[config.mk]
export PLATFORM = sky130hd
export DESIGN_NAME = uart_rx_fifo_flat
export DESIGN_NICKNAME = d
export VERILOG_FILES = /design/src/rtl/uart_rx_fifo_if.sv /design/src/rtl/uart_rx_fifo.sv /design/src/flat_wrapper.sv
export SDC_FILE = /design/constraint.sdc
export NUM_CORES = 1
export LEC_CHECK = 0
export BUFFER_PORTS_ARGS = -buffer_cell sky130_fd_sc_hd__clkbuf_2
export CAP_MARGIN = 30
export CORE_MARGIN = 1
export CORE_UTILIZATION = 60
export DETAILED_ROUTE_END_ITERATION = 12
export PLACE_DENSITY = 0.79
export SETUP_SLACK_MARGIN = 0.05
export SKIP_LAST_GASP = 1
export SYNTH_ARGS = -nofsm -noshare
export SYNTH_HDL_FRONTEND = slang
export SYNTH_SLANG_ARGS = --single-unit
[constraint.sdc]
create_clock -name clk -period 3.46 [get_ports clk]
set_input_delay 0 -clock clk [delete_from_list [all_inputs] [get_ports clk]]
set_output_delay 0 -clock clk [all_outputs]
set_load 0.05 [all_outputs]
[src/rtl/uart_rx_fifo_if.sv]
// Receive-side FIFO bus: receiver strobes in, register-interface controls,
// occupancy and error status out. master drives, slave is the FIFO.
interface uart_rx_fifo_if #(
   parameter int DATA_BITS = 8,
   parameter int DEPTH     = 16
);
   localparam int CW = $clog2(DEPTH) + 1;

   logic                 rx_done;
   logic [DATA_BITS-1:0] rx_data;
   logic                 rx_error_in;
   logic                 s_tick;
   logic                 rd_en;
   logic                 flush;
   logic                 ovr_clr;
   logic                 ferr_clr;
   logic [DATA_BITS-1:0] rd_data;
   logic                 empty;
   logic                 full;
   logic [CW-1:0]        count;
   logic                 overrun;
   logic                 frame_err;
   logic                 rx_timeout;

   modport master (
      output rx_done, rx_data, rx_error_in, s_tick,
      output rd_en, flush, ovr_clr, ferr_clr,
      input  rd_data, empty, full, count,
      input  overrun, frame_err, rx_timeout
   );

   modport slave (
      input  rx_done, rx_data, rx_error_in, s_tick,
      input  rd_en, flush, ovr_clr, ferr_clr,
      output rd_data, empty, full, count,
      output overrun, frame_err, rx_timeout
   );
endinterface

[src/rtl/uart_rx_fifo.sv]
// UART receive FIFO, first-word-fall-through, with sticky error flags.
// Optional character timeout built when UART_RX_FIFO_TIMEOUT_EN is defined.
module uart_rx_fifo #(
   parameter int DATA_BITS     = 8,
   parameter int DEPTH         = 16,
   parameter int TIMEOUT_TICKS = 64
) (
   input  logic           clk,
   input  logic           PRESETn,
   uart_rx_fifo_if.slave  bus
);
   localparam int AW = $clog2(DEPTH);
   localparam int CW = AW + 1;

   logic [DATA_BITS-1:0] mem_q [DEPTH];
   logic [AW-1:0]        wr_ptr_q, wr_ptr_d;
   logic [AW-1:0]        rd_ptr_q, rd_ptr_d;
   logic [CW-1:0]        count_q, count_d;
   logic                 overrun_q, overrun_d;
   logic                 ferr_q, ferr_d;
   logic                 err_hist_q, err_hist_d;
   logic                 empty, full;
   logic                 do_push, do_pop;
   logic                 ovr_set, ferr_set;

   assign empty = (count_q == '0);
   assign full  = (count_q == CW'(DEPTH));

   // Push/pop qualification; flush wins over both
   always_comb begin
      do_pop   = bus.rd_en && !empty && !bus.flush;
      do_push  = bus.rx_done && !bus.flush
                 && (!full || (bus.rd_en && !empty));
      ovr_set  = bus.rx_done && full && !bus.rd_en;
      ferr_set = bus.rx_error_in && !err_hist_q;
   end

   // Next-state for pointers, occupancy and sticky flags
   always_comb begin
      wr_ptr_d   = wr_ptr_q;
      rd_ptr_d   = rd_ptr_q;
      count_d    = count_q;
      err_hist_d = bus.rx_error_in;
      overrun_d  = ovr_set || (overrun_q && !bus.ovr_clr);
      ferr_d     = ferr_set || (ferr_q && !bus.ferr_clr);
      if (bus.flush) begin
         wr_ptr_d = '0;
         rd_ptr_d = '0;
         count_d  = '0;
      end else begin
         if (do_push) wr_ptr_d = wr_ptr_q + AW'(1);
         if (do_pop)  rd_ptr_d = rd_ptr_q + AW'(1);
         if (do_push && !do_pop)
            count_d = count_q + CW'(1);
         else if (do_pop && !do_push)
            count_d = count_q - CW'(1);
      end
   end

   // Control state register
   always_ff @(posedge clk or negedge PRESETn) begin
      if (!PRESETn) begin
         wr_ptr_q   <= '0;
         rd_ptr_q   <= '0;
         count_q    <= '0;
         overrun_q  <= 1'b0;
         ferr_q     <= 1'b0;
         err_hist_q <= 1'b0;
      end else begin
         wr_ptr_q   <= wr_ptr_d;
         rd_ptr_q   <= rd_ptr_d;
         count_q    <= count_d;
         overrun_q  <= overrun_d;
         ferr_q     <= ferr_d;
         err_hist_q <= err_hist_d;
      end
   end

   // Character storage; contents deliberately not reset
   always_ff @(posedge clk) begin
      if (do_push) mem_q[wr_ptr_q] <= bus.rx_data;
   end

`ifdef UART_RX_FIFO_TIMEOUT_EN
   localparam int TW = $clog2(TIMEOUT_TICKS + 1);

   logic [TW-1:0] tmo_q, tmo_d;

   // Idle counter: restarts on any traffic, saturates at the limit
   always_comb begin
      tmo_d = tmo_q;
      if (do_push || do_pop || bus.flush || empty)
         tmo_d = '0;
      else if (bus.s_tick && tmo_q != TW'(TIMEOUT_TICKS))
         tmo_d = tmo_q + TW'(1);
   end

   // Timeout counter register
   always_ff @(posedge clk or negedge PRESETn) begin
      if (!PRESETn) tmo_q <= '0;
      else          tmo_q <= tmo_d;
   end

   assign bus.rx_timeout = (tmo_q == TW'(TIMEOUT_TICKS));
`else
   assign bus.rx_timeout = 1'b0;
`endif

   assign bus.rd_data   = mem_q[rd_ptr_q];
   assign bus.empty     = empty;
   assign bus.full      = full;
   assign bus.count     = count_q;
   assign bus.overrun   = overrun_q;
   assign bus.frame_err = ferr_q;
endmodule

[src/flat_wrapper.sv]
// flat-port wrapper written by rule: the top's interface ports become plain ports
module uart_rx_fifo_flat 
#(
   parameter int DATA_BITS     = 8,
   parameter int DEPTH         = 16,
   parameter int TIMEOUT_TICKS = 64
)
  (clk, PRESETn, bus_rx_done, bus_rx_data, bus_rx_error_in, bus_s_tick, bus_rd_en, bus_flush, bus_ovr_clr, bus_ferr_clr, bus_rd_data, bus_empty, bus_full, bus_count, bus_overrun, bus_frame_err, bus_rx_timeout);
  uart_rx_fifo_if #(.DATA_BITS(DATA_BITS), .DEPTH(DEPTH)) bus_i ();
  input  logic clk;
  input  logic PRESETn;
  input wire logic [$bits(bus_i.rx_done)-1:0] bus_rx_done;
  input wire logic [$bits(bus_i.rx_data)-1:0] bus_rx_data;
  input wire logic [$bits(bus_i.rx_error_in)-1:0] bus_rx_error_in;
  input wire logic [$bits(bus_i.s_tick)-1:0] bus_s_tick;
  input wire logic [$bits(bus_i.rd_en)-1:0] bus_rd_en;
  input wire logic [$bits(bus_i.flush)-1:0] bus_flush;
  input wire logic [$bits(bus_i.ovr_clr)-1:0] bus_ovr_clr;
  input wire logic [$bits(bus_i.ferr_clr)-1:0] bus_ferr_clr;
  output wire logic [$bits(bus_i.rd_data)-1:0] bus_rd_data;
  output wire logic [$bits(bus_i.empty)-1:0] bus_empty;
  output wire logic [$bits(bus_i.full)-1:0] bus_full;
  output wire logic [$bits(bus_i.count)-1:0] bus_count;
  output wire logic [$bits(bus_i.overrun)-1:0] bus_overrun;
  output wire logic [$bits(bus_i.frame_err)-1:0] bus_frame_err;
  output wire logic [$bits(bus_i.rx_timeout)-1:0] bus_rx_timeout;
  assign bus_i.rx_done = bus_rx_done;
  assign bus_i.rx_data = bus_rx_data;
  assign bus_i.rx_error_in = bus_rx_error_in;
  assign bus_i.s_tick = bus_s_tick;
  assign bus_i.rd_en = bus_rd_en;
  assign bus_i.flush = bus_flush;
  assign bus_i.ovr_clr = bus_ovr_clr;
  assign bus_i.ferr_clr = bus_ferr_clr;
  assign bus_rd_data = bus_i.rd_data;
  assign bus_empty = bus_i.empty;
  assign bus_full = bus_i.full;
  assign bus_count = bus_i.count;
  assign bus_overrun = bus_i.overrun;
  assign bus_frame_err = bus_i.frame_err;
  assign bus_rx_timeout = bus_i.rx_timeout;
  uart_rx_fifo #(.DATA_BITS(DATA_BITS), .DEPTH(DEPTH), .TIMEOUT_TICKS(TIMEOUT_TICKS)) u_core (.clk(clk), .PRESETn(PRESETn), .bus(bus_i));
endmodule
==> results of run 1 <==
[stage by stage]
stage	hold WS [ns]	util [%]
detailed placement	-0.0519	65.0
finish	0.160	72.1
global route	0.148	72.1
floorplan	-0.296	-
CTS	0.130	72.1
global placement	-0.0549	65.0
[power breakdown]
part           leakage (nW)  internal (mW)  switching (mW)
clock network         0.244          0.940           0.647
registers              1.36           1.95          0.0965
logic                 0.831          0.461           0.711
total                  2.44           3.35            1.46
[state kept, by name (all words and copies together) (netlist names)]
name                  flops
u_core.mem_q            128
u_core.bus.count          5
u_core.rd_ptr_q           4
u_core.wr_ptr_q           4
u_core.bus.frame_err      1
u_core.bus.overrun        1
u_core.err_hist_q         1
[Yosys cell counts, types with 3 or more instances]
| cell type | number |
|---|---|
| inv_1 | 13 |
| buf_4 | 3 |
| o211ai_1 | 3 |
| xor2_1 | 4 |
| mux4_2 | 21 |
| nor2_1 | 12 |
| edfxtp_1 | 128 |
| mux4_1 | 19 |
| a21o_1 | 3 |
| a21oi_1 | 7 |
| o21a_1 | 4 |
| clkbuf_1 | 3 |
| nor4_1 | 4 |
| nand3_1 | 8 |
| buf_6 | 4 |
| ha_1 | 9 |
| and2_1 | 9 |
| dfrtp_1 | 16 |
[worst max-delay path, cell delays in order, from the launching register on]
cell and delay, ns:
dfrtp_1 0.47, or4_4 0.67, o211ai_1 0.46, ha_1 0.38, a21oi_1 0.32, nand2_1 0.09, nand3_1 0.10, dlygate4sd3_1 0.56
a31oi_1 0.08
[logic make-up after synthesis]
family                     after synthesis
and+or+nand+nor                         45
adders and majority gates               10
AOI/OAI and AO/OA                       33
xor gates and xnor gates                 5
other                                    1
muxes                                   42
DFF                                    144
buffers and inverters                   29
[layout make-up]
class	count	area share, %
multi-input combinational	136	24.1
clock buffer	20	6.01
clock inverter	11	1.29
sequential	144	59.9
inverter	13	0.689
tap	133	2.35
timing repair buffer	56	5.62
[timing repair]
| item | in CTS | in global routing |
|---|---|---|
| hold buffers | 18 | 0 |
| resized for setup | 0 | 0 |
| hold endpoints to repair | 157 | 0 |
[cell usage in the layout, fill, tap and decap left out, types with 3 or more instances in the layout]
cell           count
inv_1             13
clkbuf_1           3
clkinvlp_4         3
dfrtp_1           15
nor2_1            12
mux4_1            19
edfxtp_1         128
o21a_1             4
clkbuf_16         16
dlygate4sd3_1     18
nor4_2             4
buf_4              5
clkbuf_2          32
mux4_2            21
clkinv_1           3
a21oi_1            7
a21o_1             3
nand3_1            8
o211ai_1           3
and2_1             9
xor2_1             4
ha_1               9
[how the worst max path moves through the flow]
stage | start | to | slack (ns) | cells after the start
floorplan | u_core.bus.count[1]$_DFFE_PN0P_ | u_core.bus.count[4]$_DFFE_PN0P_ | 0.53 | 8
CTS | u_core.bus.count[1]$_DFFE_PN0P_ | u_core.bus.count[4]$_DFFE_PN0P_ | 0.27 | 8
detailed placement | u_core.bus.count[1]$_DFFE_PN0P_ | u_core.bus.count[4]$_DFFE_PN0P_ | 0.57 | 7
finish | u_core.bus.count[0]$_DFFE_PN0P_ | u_core.bus.count[4]$_DFFE_PN0P_ | 0.20 | 8
global placement | u_core.bus.count[1]$_DFFE_PN0P_ | u_core.bus.count[4]$_DFFE_PN0P_ | 0.65 | 7
global route | u_core.bus.count[0]$_DFFE_PN0P_ | u_core.bus.count[4]$_DFFE_PN0P_ | 0.09 | 8
[metal layers]
metal / wire (um) / vias to the layer above
met5: 0 / -
met4: 76 / 0
met3: 787 / 4
met2: 5400 / 120
met1: 4860 / 1538
li1: - / 1388
==> summary.md, run 1 <==
| Metric | Value |
|---|---|
| Outcome | finished, final reports clean |
| Setup ws final | 0.200 ns |
| Clk buf depth | 2 |
| LEAKAGE | 2.44 nW |
| Register area | 4250 um^2 |
| Synth area leaders | edfxtp_1 63%, mux4_1 8.2%, mux4_2 7.7% |
| Largest net degree at the start of global routing | 36 |
| Met1 Usage GRT | 35.1% |
| Busiest grt layer | met1 |
| Seq/Total Area, Yosys | 69.5% |
| Synth Register Bits | 144 |
| CTS tree | built |
| Inserted Clock Buffers | 17 |
| Post-route cell area | 7080 um^2 |
| Core ar. | 9820 um^2 |
| Peak supply drop | 0.000393 V |
| WP data required | 3.84 ns |
| Post-synthesis area per instance | 19.8 um^2 |
| Mapped cell area | 6100 um^2 |
| Worst Path Max Fanout | 13 |
| Total grt overflow | 0 |
| N_diodes | 0 |
| Startpoint types | flip-flop |
| Initial antenna violation count | 0 |
| Clock Skews | 0.0110 ns |
| Met3 Usage GRT | 4.95% |
| Cells after Synth | 309 |
| Unrepaired setup endpoints after global routing | false |
| Post-synth top area share | 63.0% |
| DPL Wire Length | 6890 um |
| Min Tclk post-route | 3.26 ns |
| Syn Nets | 336 |
| Hold Path Class | primary input to flip-flop |
| Starting DRT DRC Count | 178 |
| All-layer global routing usage | 23.8% |
| Post-place instance area | 6380 um^2 |
| Yosys warns | 0 |
| Placement row count | 36 |
| Fillers | 617 |
| R2r endpoint | u_core.bus.count[4]$_DFFE_PN0P_ |
| Share of cells above drive strength 1 | 25.5% |
| Hold depth | 2 |
| Final Hold Fails | 0 |
| Critical Path AT | 3.64 ns |
| Starting Density | 62.2% |
| RePlAce Congestion | 0.840 |
| Main flop type after synthesis | edfxtp_1 |
| Setup WS pre-CTS | 0.566 ns |
| Via count | 3050 |
| Fin. max-slew vios | 0 |
| Clock slew at reported path FFs | 0.06 ns |
| Final period utilization | 94.2% |
| Finished Layout Cells | 513 |
| Max-Cap Viols | 0 |
| Nets | 395 |
| Vias per Instance | 5.95 |
| First-pass GRT wire length | 17200 um |
| Htree depth | 4 |
| Area grow syn2layout | 16.0% |
| Clk sinks | 144 |
| Yosys cell types | 47 |
| Post-Synth Adder-Cell Area | 2.17% |
| Number of synthesized flops with an enable pin | 128 |
| Setup crit end kind | flip-flop |
| Port Buffer Count | 32 |
| Multiplexer area fraction after synthesis | 16.3% |
| Post-Synth Simple-Gate Area | 3.96% |
| Worst R2R Setup Slack | 0.20 ns |
| Chip height | 103 um |
| WHS Endpoint | u_core.err_hist_q$_DFF_PN0_ |
| Area of the multi-input gates | 1710 um^2 |
| Routed WL | 11100 um |
| Setup TNS | 0 ns |
| Cell taking the most area after synthesis | edfxtp_1 |
| Pwr Density | 678 nW/um^2 |
| Final setup violating endpoints | 0 |
| Dpl cells | 464 |
| Reg2reg start | u_core.bus.count[0]$_DFFE_PN0P_ |
| Clock Root Buffer | clkbuf_8 |
| Chip width | 103 um |
| Clock latency on the worst-skew pair | 0.51 ns |
| ANT nets after route | 0 |
| WS Path Type | flip-flop to flip-flop |
| Reg2reg path depth | 8 |
| DRC | 0 |
| Io pins | 35 |
| Compound-gate portion of the synthesized area | 4.39% |
| M2 GR Usage | 35.1% |
| Number of global-route vias before repair | 3055 |
| Post-synth ARST share | 11.1% |
| WL/cell | 21.7 um |
| Worst hold start | bus_rx_error_in |
| Tightest Pin Transition | 0.805 ns |
| Die area | 10600 um^2 |
| Total power | 4.80 mW |
| Maximum operating frequency | 307 MHz |
| First-pass DRT Iterations | 5 |
| Largest family of logic cells by synthesized area | multiplexers |
| Worst rel slew slack | 46.1% |
| Synth Area in XOR/XNOR | 0.717% |
| Postcts setup bufs | 0 |
No activity file was read; power rests on OpenSTA's default activity.
==> run 2, diff against run 1 <==
--- a/config.mk
+++ b/config.mk
@@ -7,10 +7,12 @@
 export LEC_CHECK = 0
 export BUFFER_PORTS_ARGS = -buffer_cell sky130_fd_sc_hd__clkbuf_2
 export CAP_MARGIN = 30
+export CELL_PAD_IN_SITES_DETAIL_PLACEMENT = 0
+export CELL_PAD_IN_SITES_GLOBAL_PLACEMENT = 1
 export CORE_MARGIN = 1
-export CORE_UTILIZATION = 60
+export CORE_UTILIZATION = 53
 export DETAILED_ROUTE_END_ITERATION = 12
-export PLACE_DENSITY = 0.79
+export PLACE_DENSITY_LB_ADDON = 0.1
 export SETUP_SLACK_MARGIN = 0.05
 export SKIP_LAST_GASP = 1
 export SYNTH_ARGS = -nofsm -noshare
==> run 2 against run 1 <==
Clock power increased by 21%; register-to-register slack improved by 0.31 ns; sequential share of layout area decreased by 0.65 points; critical path depth decreased by 1; clock skew decreased by 0.0043 ns; largest power group unchanged; critical endpoint unchanged; non-clock buffer count decreased by 6; global-route usage decreased by 1.6 points; cell count increased by 0.39%.
==> summary.md, run 2 (same netlist as run 1, synthesis figures left out) <==
| Metric | Value |
|---|---|
| Outcome | finished, final reports clean |
| WL/cell | 22.9 um |
| Htree depth | 4 |
| Routed WL | 11800 um |
| Worst Path Max Fanout | 13 |
| Via count | 3043 |
| Setup ws final | 0.515 ns |
| Worst rel slew slack | 34.7% |
| Area of the multi-input gates | 1720 um^2 |
| Fin. max-slew vios | 0 |
| Maximum operating frequency | 340 MHz |
| Clock slew at reported path FFs | 0.06 ns |
| Core ar. | 11000 um^2 |
| Setup crit end kind | flip-flop |
| Critical Path AT | 3.28 ns |
| Hold Path Class | primary input to flip-flop |
| Final period utilization | 85.1% |
| Comb power frac | 22.5% |
| Share of cells above drive strength 1 | 28.3% |
| ANT nets after route | 0 |
| First-pass GRT wire length | 17800 um |
| LEAKAGE | 2.49 nW |
| Finished Layout Cells | 515 |
| Starting Density | 55.3% |
| Nets | 389 |
| Busiest grt layer | met2 |
| Post-route cell area | 7160 um^2 |
| CP Cell Sequence | or4_4 > o211ai_1 > ha_1 > a21o_1 > a2111oi_0 > o21ai_0 > a31oi_1 |
| WS Path Type | flip-flop to flip-flop |
| Io pins | 35 |
| Register area | 4250 um^2 |
| CTS tree | built |
| Chip width | 109 um |
| Total grt overflow | 0 |
| Psw | 1.51 mW |
| Slowest-stage cell, CP | or4_4 |
| Clock latency on the worst-skew pair | 0.41 ns |
| Max-Cap Viols | 0 |
| Chip height | 109 um |
| Startpoint types | flip-flop |
| Clock Skews | 0.00668 ns |
| Die area | 12000 um^2 |
| Clk buf depth | 2 |
| Met1 Usage GRT | 30.5% |
| Total power | 5.12 mW |
| Post-place instance area | 6430 um^2 |
| Clk sinks | 144 |
| Postcts setup bufs | 0 |
| Setup WS pre-CTS | 0.533 ns |
| Final setup violating endpoints | 0 |
| Vias per Instance | 5.91 |
| Most common cell after layout, fill and taps aside | edfxtp_1 |
| Placement row count | 38 |
| CP top delay family | compound AO/OA/AOI/OAI gates |
| Pwr Density | 716 nW/um^2 |
| Buf+Inv Stages, Crit Path | 0 |
| Flop pwr share | 39.8% |
| DRC | 0 |
| Clock share of power | 37.7% |
| Most frequent cells in the layout | 128 x edfxtp_1, 32 x clkbuf_2, 21 x mux4_2, 19 x mux4_1, 17 x clkbuf_16 |
| DPL Wire Length | 7270 um |
| Dpl cells | 474 |
| Switch share | 29.4% |
| N_diodes | 0 |
| Largest net degree at the start of global routing | 36 |
| Post-cts sizing count | 0 |
| Area grow syn2layout | 17.3% |
| Number of global-route vias before repair | 3016 |
| Peak supply drop | 0.000449 V |
| Final Hold Fails | 0 |
| CP peak stage delay | 0.69 ns |
| Largest register FFs | 128 |
| Initial antenna violation count | 0 |
| Port Buffer Count | 32 |
| Clock Root Buffer | clkbuf_16 |
| M2 GR Usage | 35.2% |
| Met3 Usage GRT | 5.51% |
| Largest Register | u_core.mem_q |
| Worst R2R Setup Slack | 0.52 ns |
| WP data required | 3.79 ns |
| P_int | 3.62 mW |
| Hold buffers post-CTS | 9 |
| Inserted Clock Buffers | 17 |
| Setup TNS | 0 ns |
| Tightest Pin Transition | 0.972 ns |
| Min Tclk post-route | 2.94 ns |
| RePlAce Congestion | 0.759 |
| Unrepaired setup endpoints after global routing | false |
| Starting DRT DRC Count | 193 |
| All-layer global routing usage | 22.2% |
| First-pass DRT Iterations | 4 |
| Fillers | 791 |
## run 2: worst paths after layout
path,cells past startpoint,endpoint,startpoint
worst max-delay path,7,u_core.bus.count[4]$_DFFE_PN0P_,u_core.bus.count[1]$_DFFE_PN0P_
worst min-delay path,1,u_core.mem_q[0][7]$_DFFE_PP_,bus_rx_data[7]
worst max register to register,7,u_core.bus.count[4]$_DFFE_PN0P_,u_core.bus.count[1]$_DFFE_PN0P_
worst min register to register,1,u_core.bus.frame_err$_DFF_PN0_,u_core.err_hist_q$_DFF_PN0_
max in group asynchronous,2,u_core.rd_ptr_q[0]$_DFFE_PN0P_,PRESETn
min in group asynchronous,2,u_core.rd_ptr_q[3]$_DFFE_PN0P_,PRESETn
## run 2: stage by stage
stage,utilization (%),hold slack [ns]
after floorplan,-,-0.296
after global placement,58.3,-0.0477
after detailed placement,58.3,-0.0407
after CTS,64.9,0.000812
after global routing,64.9,0.00510
final,64.9,0.00484
## run 2: cell type report
class | instances | share of cell area (%)
Multi-Input combinational cell | 136 | 24.1
Timing Repair Buffer | 50 | 4.61
Clock inverter | 15 | 2.94
Tap cell | 140 | 2.45
Clock buffer | 17 | 5.94
Inverter | 13 | 0.682
Sequential cell | 144 | 59.3
## run 2: power groups by stage
stage                     clock network [mW]  registers (mW)  logic, mW
final                                   1.93            2.04       1.15
after global routing                    2.03            2.05       1.24
after CTS                               1.96            2.04       1.16
after detailed placement                   0            2.08       1.15
after global placement                     0            2.07       1.14
after floorplan                            0            2.11      0.890
## run 2: metal layers
metal | wire, um | vias up
met4 | 178 | 0
met1 | 5090 | 1580
li1 | - | 1380
met5 | 0 | -
met3 | 531 | 16
met2 | 5980 | 67
==> run 3, diff against run 2 <==
--- a/config.mk
+++ b/config.mk
@@ -6,13 +6,15 @@
 export NUM_CORES = 1
 export LEC_CHECK = 0
 export BUFFER_PORTS_ARGS = -buffer_cell sky130_fd_sc_hd__clkbuf_2
-export CAP_MARGIN = 30
+export CAP_MARGIN = 0
 export CELL_PAD_IN_SITES_DETAIL_PLACEMENT = 0
 export CELL_PAD_IN_SITES_GLOBAL_PLACEMENT = 1
+export CORE_ASPECT_RATIO = 0.5
 export CORE_MARGIN = 1
 export CORE_UTILIZATION = 53
 export DETAILED_ROUTE_END_ITERATION = 12
 export PLACE_DENSITY_LB_ADDON = 0.1
+export REMOVE_ABC_BUFFERS = 1
 export SETUP_SLACK_MARGIN = 0.05
 export SKIP_LAST_GASP = 1
 export SYNTH_ARGS = -nofsm -noshare
==> run 3 against run 2 <==
Worst hold slack improved by 0.0083 ns; largest cell class unchanged; sequential share of layout area decreased by 0.083 points; critical path depth unchanged; maximum frequency increased by 2.4%; design area increased by 0.14%.
==> summary.md, run 3 (same netlist as run 1, synthesis figures left out) <==
| Metric | Value |
|---|---|
| WP data required | 3.80 ns |
| Total grt overflow | 0 |
| WL/cell | 22.8 um |
| Crit path from | u_core.bus.count[1]$_DFFE_PN0P_ |
| Setup crit end kind | flip-flop |
| Largest register FFs | 128 |
| First-pass GRT wire length | 18000 um |
| Hold Slack | 0.0131 ns |
| Clock slew at reported path FFs | 0.06 ns |
| Total power | 5.11 mW |
| Min Tclk post-route | 2.88 ns |
| Share of cells above drive strength 1 | 26.8% |
| CP top delay family | compound AO/OA/AOI/OAI gates |
| Via count | 3144 |
| Initial antenna violation count | 0 |
| Reg2reg start | u_core.bus.count[1]$_DFFE_PN0P_ |
| Most common cell after layout, fill and taps aside | edfxtp_1 |
| Maximum operating frequency | 348 MHz |
| Hold buffers post-CTS | 13 |
| Clock latency on the worst-skew pair | 0.42 ns |
| Hold Path Class | primary input to flip-flop |
| Largest net degree at the start of global routing | 23 |
| RePlAce Congestion | 0.749 |
| Final setup violating endpoints | 0 |
| All-layer global routing usage | 21.7% |
| Postcts setup bufs | 0 |
| R2r endpoint | u_core.bus.count[4]$_DFFE_PN0P_ |
| Hold depth | 1 |
| Starting DRT DRC Count | 257 |
| Area of the multi-input gates | 1710 um^2 |
| Final Hold Fails | 0 |
| Core ar. | 11100 um^2 |
| Final core occ | 64.5% |
| DRC | 0 |
| Pwr Density | 713 nW/um^2 |
| Slowest-stage cell, CP | or4_4 |
| Outcome | finished, final reports clean |
| Placement row count | 27 |
| Buf+Inv Stages, Crit Path | 0 |
| Area grow syn2layout | 17.4% |
| First-pass DRT Iterations | 5 |
| Starting Density | 54.9% |
| Clk sinks | 144 |
| Inserted Clock Buffers | 17 |
| Number of global-route vias before repair | 3119 |
| Max-Cap Viols | 0 |
| Largest Register | u_core.mem_q |
| DPL Wire Length | 7170 um |
| Reg2reg path depth | 7 |
| Setup TNS | 0 ns |
| ANT nets after route | 0 |
| Fillers | 754 |
| Post-cts sizing count | 0 |
| Final period utilization | 83.2% |
| Routed WL | 11900 um |
| Nets | 391 |
| Port Buffer Count | 32 |
| Fin. max-slew vios | 0 |
| Register area | 4250 um^2 |
| Worst rel slew slack | 31.4% |
| Critical Path AT | 3.22 ns |
| CP Cell Sequence | or4_4 > o211ai_1 > ha_1 > a21o_1 > a2111oi_0 > o21ai_0 > a31oi_1 |
| LEAKAGE | 2.48 nW |
| CP peak stage delay | 0.69 ns |
| Worst Path Max Fanout | 13 |
| CP endpoint | u_core.bus.count[4]$_DFFE_PN0P_ |
| WS Path Type | flip-flop to flip-flop |
| Chip width | 154 um |
| N_diodes | 0 |
| Most frequent cells in the layout | 128 x edfxtp_1, 32 x clkbuf_2, 21 x mux4_2, 19 x mux4_1, 17 x clkbuf_16 |
| Worst R2R Setup Slack | 0.58 ns |
| Clk buf depth | 2 |
| Die area | 12000 um^2 |
| Critical path depth | 7 |
| Unrepaired setup endpoints after global routing | false |
| Vias per Instance | 6.02 |
| Peak supply drop | 0.000488 V |
| Chip height | 77.9 um |
| Clock Root Buffer | clkbuf_16 |
| Htree depth | 4 |
| Startpoint types | flip-flop |
| CTS tree | built |
| Io pins | 35 |
| Tightest Pin Transition | 1.03 ns |
| Clock Skews | 0.00614 ns |
==> run 3: cell types whose count changed in the layout (fill, tap and decap cells not counted), sizes merged <==
cell         delta
inv             -1
dlygate4sd3     +4
clkinvlp        +1
clkbuf          +2
buf             -2
clkinv          -2
==> run 3: layout make-up <==
type                            instances  area share, %
Clock inverter                         13           2.60
Multi-Input combinational cell        136           23.8
Tap cell                              145           2.53
Timing Repair Buffer                   52           5.13
Clock buffer                           19           6.04
Inverter                               13          0.681
Sequential cell                       144           59.2
==> run 3: worst min path at each step <==
stage | startpoint | endpoint | slack (ns)
6_report | bus_rx_data[2] | u_core.mem_q[2][2]$_DFFE_PP_ | 0.01
5_1_grt | bus_rx_data[2] | u_core.mem_q[5][2]$_DFFE_PP_ | 0.03
4_1_cts | bus_rx_data[2] | u_core.mem_q[3][2]$_DFFE_PP_ | 0.001
3_5_place_dp | PRESETn | u_core.bus.count[2]$_DFFE_PN0P_ | -0.04
3_3_place_gp | PRESETn | u_core.err_hist_q$_DFF_PN0_ | -0.04
2_1_floorplan | PRESETn | u_core.bus.count[0]$_DFFE_PN0P_ | -0.30
==> run 3: per-layer routing <==
layer  vias up  share of wire (%)  GRT usage, %
met1      1622                 46          30.9
met2       118                 47          32.5
met4         0               0.76          7.10
li1       1392                  -             -
met3        12                6.2          6.31
met5         -                  0             0
==> run 3: report_power, final <==
part	leakage [nW]	switching, mW	internal [mW]
sequential	1.36	0.112	1.95
clock	0.299	0.717	1.21
combinational	0.820	0.664	0.458
total	2.48	1.49	3.62
==> run 3: per-stage QoR <==
step,cells,area (um^2),worst slack (ns)
detailed placement,477,6420,0.609
CTS,522,7170,0.594
global placement,477,6420,0.626
global route,522,7170,0.489
finish,522,7170,0.583
floorplan,293,5970,0.582
==> run 3: worst reg2reg max path: cells and delay by family, from the launching register on <==
family / cells / cell delay, ns
and+or+nand+nor: 1 / 0.70
DFF: 1 / 0.47
adders and majority gates: 1 / 0.34
AOI/OAI and AO/OA: 5 / 1.30
